File: src/rtl/mux8_rr_arbiter_if.sv
// Request/grant bundle between eight requesters and the round-robin arbiter.
//   REQ     : per-requester request vector (bit i -> mux input i, 0=A .. 7=H)
//   DONE    : owner release strobe
//   GNT     : one-hot grant, zero when idle
//   S2..S0  : mux select lines for the granted input
//   VALID   : a grant is active and the mux output is meaningful
//   TIMEOUT : one-cycle pulse when a grant is revoked by the hold limit
// master = requester side, slave = arbiter side.
interface mux8_rr_arbiter_if;
  logic [7:0] REQ;
  logic       DONE;
  logic [7:0] GNT;
  logic       S2;
  logic       S1;
  logic       S0;
  logic       VALID;
  logic       TIMEOUT;

  modport master (
    output REQ,
    output DONE,
    input  GNT,
    input  S2,
    input  S1,
    input  S0,
    input  VALID,
    input  TIMEOUT
  );

  modport slave (
    input  REQ,
    input  DONE,
    output GNT,
    output S2,
    output S1,
    output S0,
    output VALID,
    output TIMEOUT
  );
endinterface

File: src/rtl/mux8_rr_arbiter.sv
// Round-robin scheduler for an 8:1 mux. Grants one requester at a time,
// drives the mux select lines for the owner, and rotates priority after
// each release so no requester starves.
//   clk : rising-edge clock
//   rst : synchronous active-high reset
//   bus : slave side of mux8_rr_arbiter_if (REQ/DONE in; GNT/S2..S0/VALID/TIMEOUT out)
// MAX_HOLD bounds how many cycles a grant may be held (0 = unlimited, 0..255).
module mux8_rr_arbiter #(
  parameter int unsigned MAX_HOLD = 16
) (
  input  logic                  clk,
  input  logic                  rst,
  mux8_rr_arbiter_if.slave      bus
);

  localparam int unsigned N_REQ  = 8;
  localparam int unsigned IDX_W  = 3;
  localparam int unsigned CNT_W  = 8;
  localparam bit             HOLD_EN   = (MAX_HOLD != 0);
  localparam logic [CNT_W-1:0] HOLD_LAST = HOLD_EN ? CNT_W'(MAX_HOLD - 1) : '0;
  localparam logic [CNT_W-1:0] CNT_MAX   = '1;

  typedef enum logic [0:0] {
    IDLE  = 1'b0,
    GRANT = 1'b1
  } state_t;

  state_t             state;
  logic [IDX_W-1:0]   ptr;
  logic [IDX_W-1:0]   own;
  logic [CNT_W-1:0]   hcnt;
  logic [N_REQ-1:0]   gnt;
  logic [IDX_W-1:0]   sel;
  logic               valid;
  logic               timeout;

  // Output wiring; every output is a register below.
  assign bus.GNT     = gnt;
  assign bus.S2      = sel[2];
  assign bus.S1      = sel[1];
  assign bus.S0      = sel[0];
  assign bus.VALID   = valid;
  assign bus.TIMEOUT = timeout;

  // First requester at or after ptr, searching upward with wrap. The loop
  // runs from the farthest offset to the nearest so the nearest wins.
  logic [IDX_W-1:0] pick_idx;
  logic             pick_hit;
  logic [IDX_W-1:0] cand;

  always_comb begin
    pick_idx = ptr;
    pick_hit = 1'b0;
    cand     = ptr;
    for (int i = N_REQ - 1; i >= 0; i--) begin
      cand = ptr + IDX_W'(i);
      if (bus.REQ[cand]) begin
        pick_idx = cand;
        pick_hit = 1'b1;
      end
    end
  end

  // Release causes while holding a grant.
  logic owner_req;
  logic hold_expired;
  logic release_now;
  logic timeout_only;

  always_comb begin
    owner_req    = bus.REQ[own];
    hold_expired = HOLD_EN && (hcnt == HOLD_LAST);
    release_now  = bus.DONE || !owner_req || hold_expired;
    // Timeout is flagged only when nothing else would have released.
    timeout_only = hold_expired && !bus.DONE && owner_req;
  end

  // Arbiter FSM with registered outputs.
  always_ff @(posedge clk) begin
    if (rst) begin
      state   <= IDLE;
      ptr     <= '0;
      own     <= '0;
      hcnt    <= '0;
      gnt     <= '0;
      sel     <= '0;
      valid   <= 1'b0;
      timeout <= 1'b0;
    end else begin
      timeout <= 1'b0;
      case (state)
        IDLE: begin
          if (pick_hit) begin
            own   <= pick_idx;
            gnt   <= N_REQ'(1) << pick_idx;
            sel   <= pick_idx;
            valid <= 1'b1;
            hcnt  <= '0;
            state <= GRANT;
          end
        end
        GRANT: begin
          if (hcnt != CNT_MAX) begin
            hcnt <= hcnt + CNT_W'(1);
          end
          if (release_now) begin
            gnt     <= '0;
            valid   <= 1'b0;
            ptr     <= own + IDX_W'(1);
            timeout <= timeout_only;
            state   <= IDLE;
          end
        end
        default: begin
          state <= IDLE;
          gnt   <= '0;
          valid <= 1'b0;
        end
      endcase
    end
  end

endmodule
File: src/flat_wrapper.sv
// flat-port wrapper written by rule: the top's interface ports become plain ports
module mux8_rr_arbiter_flat 
#(
  parameter int unsigned MAX_HOLD = 16
)
  (clk, rst, bus_REQ, bus_DONE, bus_GNT, bus_S2, bus_S1, bus_S0, bus_VALID, bus_TIMEOUT);
  mux8_rr_arbiter_if bus_i ();
  input  logic clk;
  input  logic rst;
  input wire logic [$bits(bus_i.REQ)-1:0] bus_REQ;
  input wire logic [$bits(bus_i.DONE)-1:0] bus_DONE;
  output wire logic [$bits(bus_i.GNT)-1:0] bus_GNT;
  output wire logic [$bits(bus_i.S2)-1:0] bus_S2;
  output wire logic [$bits(bus_i.S1)-1:0] bus_S1;
  output wire logic [$bits(bus_i.S0)-1:0] bus_S0;
  output wire logic [$bits(bus_i.VALID)-1:0] bus_VALID;
  output wire logic [$bits(bus_i.TIMEOUT)-1:0] bus_TIMEOUT;
  assign bus_i.REQ = bus_REQ;
  assign bus_i.DONE = bus_DONE;
  assign bus_GNT = bus_i.GNT;
  assign bus_S2 = bus_i.S2;
  assign bus_S1 = bus_i.S1;
  assign bus_S0 = bus_i.S0;
  assign bus_VALID = bus_i.VALID;
  assign bus_TIMEOUT = bus_i.TIMEOUT;
  mux8_rr_arbiter #(.MAX_HOLD(MAX_HOLD)) u_core (.clk(clk), .rst(rst), .bus(bus_i));
endmodule
File: config.mk
export PLATFORM = sky130hd
export DESIGN_NAME = mux8_rr_arbiter_flat
export DESIGN_NICKNAME = d
export VERILOG_FILES = /design/src/rtl/mux8_rr_arbiter_if.sv /design/src/rtl/mux8_rr_arbiter.sv /design/src/flat_wrapper.sv
export SDC_FILE = /design/constraint.sdc
export NUM_CORES = 1
export LEC_CHECK = 0
export ABC_AREA = 1
export CAP_MARGIN = 20
export CORE_UTILIZATION = 35
export CTS_CLUSTER_DIAMETER = 100
export DETAILED_ROUTE_END_ITERATION = 10
export SLEW_MARGIN = 15
export SYNTH_ARGS = -nofsm -noshare
export SYNTH_HDL_FRONTEND = slang
export SYNTH_SLANG_ARGS = --single-unit
File: constraint.sdc
create_clock -name clk -period 3.3 [get_ports clk]
set_input_delay 0.66 -clock clk [delete_from_list [all_inputs] [get_ports clk]]
set_output_delay 0.66 -clock clk [all_outputs]
set_load 0.02 [all_outputs]
-- Word-level counts from Yosys, hierarchy flattened
Index checks and enable logic that the tools add are counted.
- flip-flop bits (word level): 25
- bits of input ports: 11
- word-level logic and storage cells: 90
- add/subtract/negate cells: 9
- magnitude comparators: 9
- eq/ne operators: 5
- shifts and indexed selects: 1
- multiplexer cells: 46
- bitwise logic cells: 2
- reductions and logical operators: 11
- operators by type and width (cell ; count):
    3-bit by 4-bit less-than comparator with 1-bit output (second input constant) ; 9
    8-bit two-way mux ; 4
    8-bit case mux with 2 select lines ; 2
    1-bit binary-select mux with 3-bit select ; 9
    3-bit two-way mux ; 8
    1-bit two-way mux ; 21
    3-bit adder (second input constant) ; 4
    8-bit by 1-bit adder with 8-bit output (second input constant) ; 1
    8-bit by 4-bit == test with 1-bit output (second input constant) ; 1
    8-bit != test (second input constant) ; 1
    2-bit AND reduction ; 4
    1-bit by 3-bit << shifter with 8-bit output (first input constant) ; 1
    3-bit by 1-bit adder with 3-bit output (second input constant) ; 2
    3-bit by 2-bit adder with 3-bit output (second input constant) ; 2
    2-bit != test (second input constant) ; 2
    1-bit case mux with 2 select lines ; 2
    3-bit OR reduction ; 1
    1-bit logical AND ; 2
    1-bit zero test ; 2
    1-bit logical OR ; 2
    2-bit by 1-bit != test with 1-bit output (second input constant) ; 1
    1-bit inverter ; 2

-- Longest topological paths before layout
- word-level depth: 14
- gate-level depth with buffers: 23

-- Least setup slack after synthesis
Ideal clock, no wire load.
- path type: flip-flop to flip-flop
- start: register u_core.ptr[0]
- end: register u_core.hcnt[4]
- library setup time: 115 ps
- arrival time: 2349 ps
- setup slack: 837 ps
- stages on the path, launching flop included: 18
- cells stage by stage: dfxtp_1 buf_6 inv_2 buf_6 ha_1 inv_1 nand3_1 nand3_2 nand2_2 nor2_2 nand2_2 nor3_4 nor2_8 nor2_8 nor2_2 nand2_2 xor2_1 nor2_1
- longest elaborated chain between the ends: 13
- ends and longest elaborated chain (what ; RTL line ; text):
    start: declaration ; mux8_rr_arbiter.sv:29 ; logic [IDX_W-1:0] ptr;
    start signal: assignment ; mux8_rr_arbiter.sv:109 ; ptr <= own + IDX_W'(1);
    3-bit adder ; mux8_rr_arbiter.sv:56 ; cand = ptr + IDX_W'(i);
    1-bit binary-select mux with 3-bit select ; mux8_rr_arbiter.sv:57 ; if (bus.REQ[cand]) begin
    1-bit two-way mux (implied by the code) ; mux8_rr_arbiter.sv:57 ;
    1-bit two-way mux (7 in a row) ; mux8_rr_arbiter.sv:57 ;
    1-bit two-way mux (*) ; mux8_rr_arbiter.sv:57 ;
    2-bit by 1-bit != test with 1-bit output (no line) (*) ; - ;
    2-bit AND reduction (no line) (*) ; - ;
    end signal: assignment ; mux8_rr_arbiter.sv:104 ; hcnt <= hcnt + CNT_W'(1);
    end: declaration ; mux8_rr_arbiter.sv:31 ; logic [CNT_W-1:0] hcnt;
Mark *: on every way between the ends. The rest lies on a longest branch, timed or not. The select of a mux whose other input is x is not followed.
A chain may end at the register's enable or synchronous reset.

-- Worst setup path in the final report
- start: register u_core.ptr[0]
- end: register u_core.hcnt[5]
Same word-level chain as after synthesis.

==> metrics list <==
- Placed cell areas: 0.00208 mm^2
- In this run, synthesis produced a sequential element count of 25.
- Global placement routability congestion: between 0.8 and 0.9
* FF/Latch Area: 500 um^2
* Detailed router's first-iteration violation count: 137
* Most heavily used metal layer in global routing: met2
* Static Leak: 0.000943 uW
- After filler insertion, the fill cell instance count of the layout stands at 528.
- Status: finished, final reports clean
* Multi-input logic area: 0.00113 mm^2
- Internal cell power: 855 uW
- Per report_power, the sequential group accounts for 25.1% of the total.
* Synthesized-area fraction occupied by adder cells: 2.79%
- The count of nets left with antenna violations once routing finished came out at 0.
- The clock period could shrink to 3000 ps.
* Post-route fraction of the period consumed by the critical path: about 91%
* Clock latency reported for the late side of the worst-skew pair: approximately 270 ps
- For this run, the top clock speed supported by timing is roughly 330 MHz.
* Switching part of the total power: 51.4%
* Num rows: 25
- Boundary pin count: 24
- Met3 capacity usage during global routing: 1.23%
- In the routed layout, each cell is associated on average with a via count of 4.89.
- The longest clock path from root to sink contains 2 buffers.
* Part of the total power dissipated in combinational logic: 64.8%
- Area added between synthesis and finish: 18.7%
* Post-synthesis sequential area ratio: between 20% and 30%
- Post-synthesis instance area: 0.00179 mm^2
* Count of warnings emitted by yosys: 0
- The final layout contains routed wiring with a total length of 4190 um.
* Root buffer cell: sky130_fd_sc_hd__clkbuf_8
- Global routing used 17.1% of the available tracks across all layers.
- The clock net in this run drives a total of 25 sinks.
- Type of element launching the critical path: flop
* Die area: approximately 0.0054 mm^2
- Aggregate negative setup slack: 0 ps
- Number of buffers inserted during clock tree synthesis: 3
- Layout Cell Area excl Fill: ~0.0021 mm^2
- Cell taking the most area after synthesis: sky130_fd_sc_hd__dfxtp_1
- Number of setup violations in the final report: 0
* Number of detailed-routing iterations run before antenna repair: 4
* Width of the chip: 73.6 um
- Maximum clock skew at final layout: 4.46 ps
* Mapped Avg Cell Area: 6.59 um^2
- Yosys attributes the largest share of cell area to sky130_fd_sc_hd__dfxtp_1 (28%), sky130_fd_sc_hd__nand2_1 (15%), sky130_fd_sc_hd__nand3_1 (11%), sky130_fd_sc_hd__a21oi_1 (5.6%), sky130_fd_sc_hd__inv_1 (4.6%).
- The worst setup path is captured at a flop.
* Vertical die dimension: 73.6 um
* I/O Buffers: 23
* Count of nets after finishing: between 300 and 400
- The cell count after synthesis came out at 272.
* Core Box Area: 0.00482 mm^2
- Max-slew violation count: 0
- Measured against its own limit, the worst slew margin works out to 73.0%.
- The routed layout has 1,776 vias.
* Switching pwr: 905 uW
- Clock network fraction of design power: 10.1%
- Power Density: 827 mW/mm^2
- First-pass GRT wire length: ~7200 um
- Fraction of final layout cells sized beyond drive strength 1: 13.5%
- For this configuration, the core starts out at a cell density of 37.2%.
- Of all nets on the critical path, the largest fanout is 11.
* Post-CTS Hold Buffers: 0
- Met1 track utilization from global routing: a little under a quarter
- Entering global routing, the biggest net connects 14 pins.
* Area fraction in and, or, nand and nor cells after synthesis: 43.9%
- Met2 capacity usage during global routing: approximately 28%
- Yosys mapped the design onto 34 distinct sky130hd cell types.
- Number of antenna violations at the first check in global routing: 0
- Area fraction of the dominant cell type after synthesis: between 20% and 30%
- Count of H-tree levels built during CTS: 1
* Required time at the worst-slack endpoint: 3460 ps
- Of the total synthesized cell area, the portion taken by XOR and XNOR cells is about 2.9%.
* Unrepaired setup endpoints after global routing: no
- Max IR drop VDD: 0.333 mV
- Vias in the first global route: around 1,600
* Antenna diode count: 0
- After clock tree synthesis, the repair step resized 0 gates.
- For the pin with the worst max-slew slack, the measured transition is 404 ps.
* Post-synthesis net count: roughly 290
- Signal arrival time at the worst endpoint: 3160 ps
* Routed wirelength normalized by instance count: 11.5 um
* Setup Crit Path Kind: flop to flop
- The synthesized netlist devotes 12.1% of its cell area to compound gates.
- The total overflow left after global routing is 0.
- The path class of the tightest hold or removal check is flop to flop.
* Post-route DRC violation count: 0
* Setup Buffers After CTS: 0
* Main combinational cell family by area after synthesis: simple AND/OR/NAND/NOR gates
- Portion of netlist area occupied by mux cells: 1.12%
* Clock transition at the registers of the reported paths: 80 ps
- Hold Vio Cnt, Final: 0
- Clock tree from TritonCTS: built
- Half-perimeter wire length of the detailed placement result: 3290 um
* Maximum capacitance violations: 0
kinds of logic (layout without fill, tap and decap cells):
group	Yosys count	in the layout
buffers and inverters	38	62
AOI/OAI and AO/OA	40	40
DFF	25	25
xor gates and xnor gates	6	6
muxes	2	2
adders and majority gates	4	4
and+or+nand+nor	157	157
registers in the layout, summed over array words and instances, names as in the netlist:
name,flops
u_core.bus.TIMEOUT,1
u_core.bus.VALID,1
u_core.hcnt,8
u_core.own,3
u_core.state,1
u_core.ptr,3
u_core.bus.GNT,8
worst paths after layout:
| kind | startpoint | endpoint | slack (ps) | cells past startpoint |
|---|---|---|---|---|
| max | u_core.ptr[0]$_SDFFE_PP0P_ | u_core.hcnt[5]$_SDFFE_PP0P_ | 300 | 15 |
| max reg2reg | u_core.ptr[0]$_SDFFE_PP0P_ | u_core.hcnt[5]$_SDFFE_PP0P_ | 300 | 15 |
| min reg2reg | u_core.bus.GNT[3]$_SDFFE_PP0P_ | u_core.bus.GNT[3]$_SDFFE_PP0P_ | 470 | 2 |
| min | u_core.bus.GNT[3]$_SDFFE_PP0P_ | u_core.bus.GNT[3]$_SDFFE_PP0P_ | 470 | 2 |
per-layer routing:
metal	vias to the layer above	wire, um
met2	33	1950
li1	946	-
met4	0	57
met3	4	123
met5	-	0
met1	793	2060
power groups by stage:
stage / logic, uW / clock network, uW / registers [uW]
finish: 1140 / 178 / 441
global route: 1280 / 206 / 452
CTS: 1140 / 187 / 443
detailed placement: 1130 / 0 / 449
global placement: 1130 / 0 / 452
floorplan: 832 / 0 / 472
per-stage QoR:
stage	setup slack (ps)	hold slack, ps	total power, uW	instances	utilization (%)
2_1_floorplan	837	454	1300	272	-
3_3_place_gp	287	455	1580	359	43.2
3_5_place_dp	322	458	1580	359	43.2
5_1_grt	14.8	491	1940	363	44.2
4_1_cts	307	471	1770	363	44.2
6_report	302	465	1760	363	44.2
cell usage after synthesis:
cell type,instances
sky130_fd_sc_hd__nor2_8,2
sky130_fd_sc_hd__dfxtp_1,25
sky130_fd_sc_hd__nor2_1,13
sky130_fd_sc_hd__nor3_1,5
sky130_fd_sc_hd__o21ai_1,3
sky130_fd_sc_hd__inv_2,10
sky130_fd_sc_hd__buf_4,1
sky130_fd_sc_hd__mux2i_1,2
sky130_fd_sc_hd__nor2_2,2
sky130_fd_sc_hd__o21ai_0,11
sky130_fd_sc_hd__nand2_4,2
sky130_fd_sc_hd__nand4_1,1
sky130_fd_sc_hd__nand2_1,71
sky130_fd_sc_hd__nor3_4,1
sky130_fd_sc_hd__and3_1,1
sky130_fd_sc_hd__inv_4,1
sky130_fd_sc_hd__nand3_1,40
sky130_fd_sc_hd__ha_1,4
sky130_fd_sc_hd__nand3_2,4
sky130_fd_sc_hd__inv_1,22
sky130_fd_sc_hd__xor2_1,3
sky130_fd_sc_hd__xnor2_1,3
sky130_fd_sc_hd__a21oi_2,1
sky130_fd_sc_hd__nand2_2,11
sky130_fd_sc_hd__nand3b_1,2
sky130_fd_sc_hd__a21oi_1,20
sky130_fd_sc_hd__a31oi_1,1
sky130_fd_sc_hd__buf_6,2
sky130_fd_sc_hd__buf_2,1
sky130_fd_sc_hd__o21a_1,2
sky130_fd_sc_hd__or4_1,1
sky130_fd_sc_hd__nor2_4,1
sky130_fd_sc_hd__o221ai_1,2
sky130_fd_sc_hd__clkbuf_1,1
layout make-up:
cell class                 count  area share (%)
multi-input combinational    209            53.0
inverter                      33            5.94
timing repair buffer          25            11.5
tap                           67            3.94
sequential                    25            23.5
clock buffer                   4            2.12
critical path, cell delays in order, from the launching register on:
cell,delay (ps)
sky130_fd_sc_hd__dfxtp_1,570
sky130_fd_sc_hd__inv_2,240
sky130_fd_sc_hd__ha_1,440
sky130_fd_sc_hd__inv_1,220
sky130_fd_sc_hd__nand3_1,180
sky130_fd_sc_hd__nand3_1,140
sky130_fd_sc_hd__nand2_1,110
sky130_fd_sc_hd__inv_2,100
sky130_fd_sc_hd__nand3_2,90
sky130_fd_sc_hd__nor3_4,250
sky130_fd_sc_hd__nor2_8,100
sky130_fd_sc_hd__nor2_8,150
sky130_fd_sc_hd__nor2_1,70
sky130_fd_sc_hd__nand2_1,80
sky130_fd_sc_hd__a21oi_1,60
sky130_fd_sc_hd__o21a_1,100
placed cells by master, fill, tap and decap left out, types with 2 or more instances in the layout:
cell / instances
sky130_fd_sc_hd__o221ai_1: 2
sky130_fd_sc_hd__inv_2: 10
sky130_fd_sc_hd__mux2i_1: 2
sky130_fd_sc_hd__ha_1: 4
sky130_fd_sc_hd__o21ai_0: 11
sky130_fd_sc_hd__o21ai_1: 3
sky130_fd_sc_hd__dfxtp_1: 25
sky130_fd_sc_hd__nor2_8: 2
sky130_fd_sc_hd__inv_1: 22
sky130_fd_sc_hd__nor3_1: 5
sky130_fd_sc_hd__o21a_1: 2
sky130_fd_sc_hd__nand2_4: 2
sky130_fd_sc_hd__nand2_1: 71
sky130_fd_sc_hd__clkdlybuf4s50_1: 23
sky130_fd_sc_hd__nor2_1: 13
sky130_fd_sc_hd__xnor2_1: 3
sky130_fd_sc_hd__buf_4: 2
sky130_fd_sc_hd__nor2_2: 2
sky130_fd_sc_hd__clkbuf_8: 3
sky130_fd_sc_hd__nand3_1: 40
sky130_fd_sc_hd__nand2_2: 11
sky130_fd_sc_hd__nand3b_1: 2
sky130_fd_sc_hd__xor2_1: 3
sky130_fd_sc_hd__nand3_2: 4
sky130_fd_sc_hd__a21oi_1: 20
No activity file was read; power rests on OpenSTA's default activity.
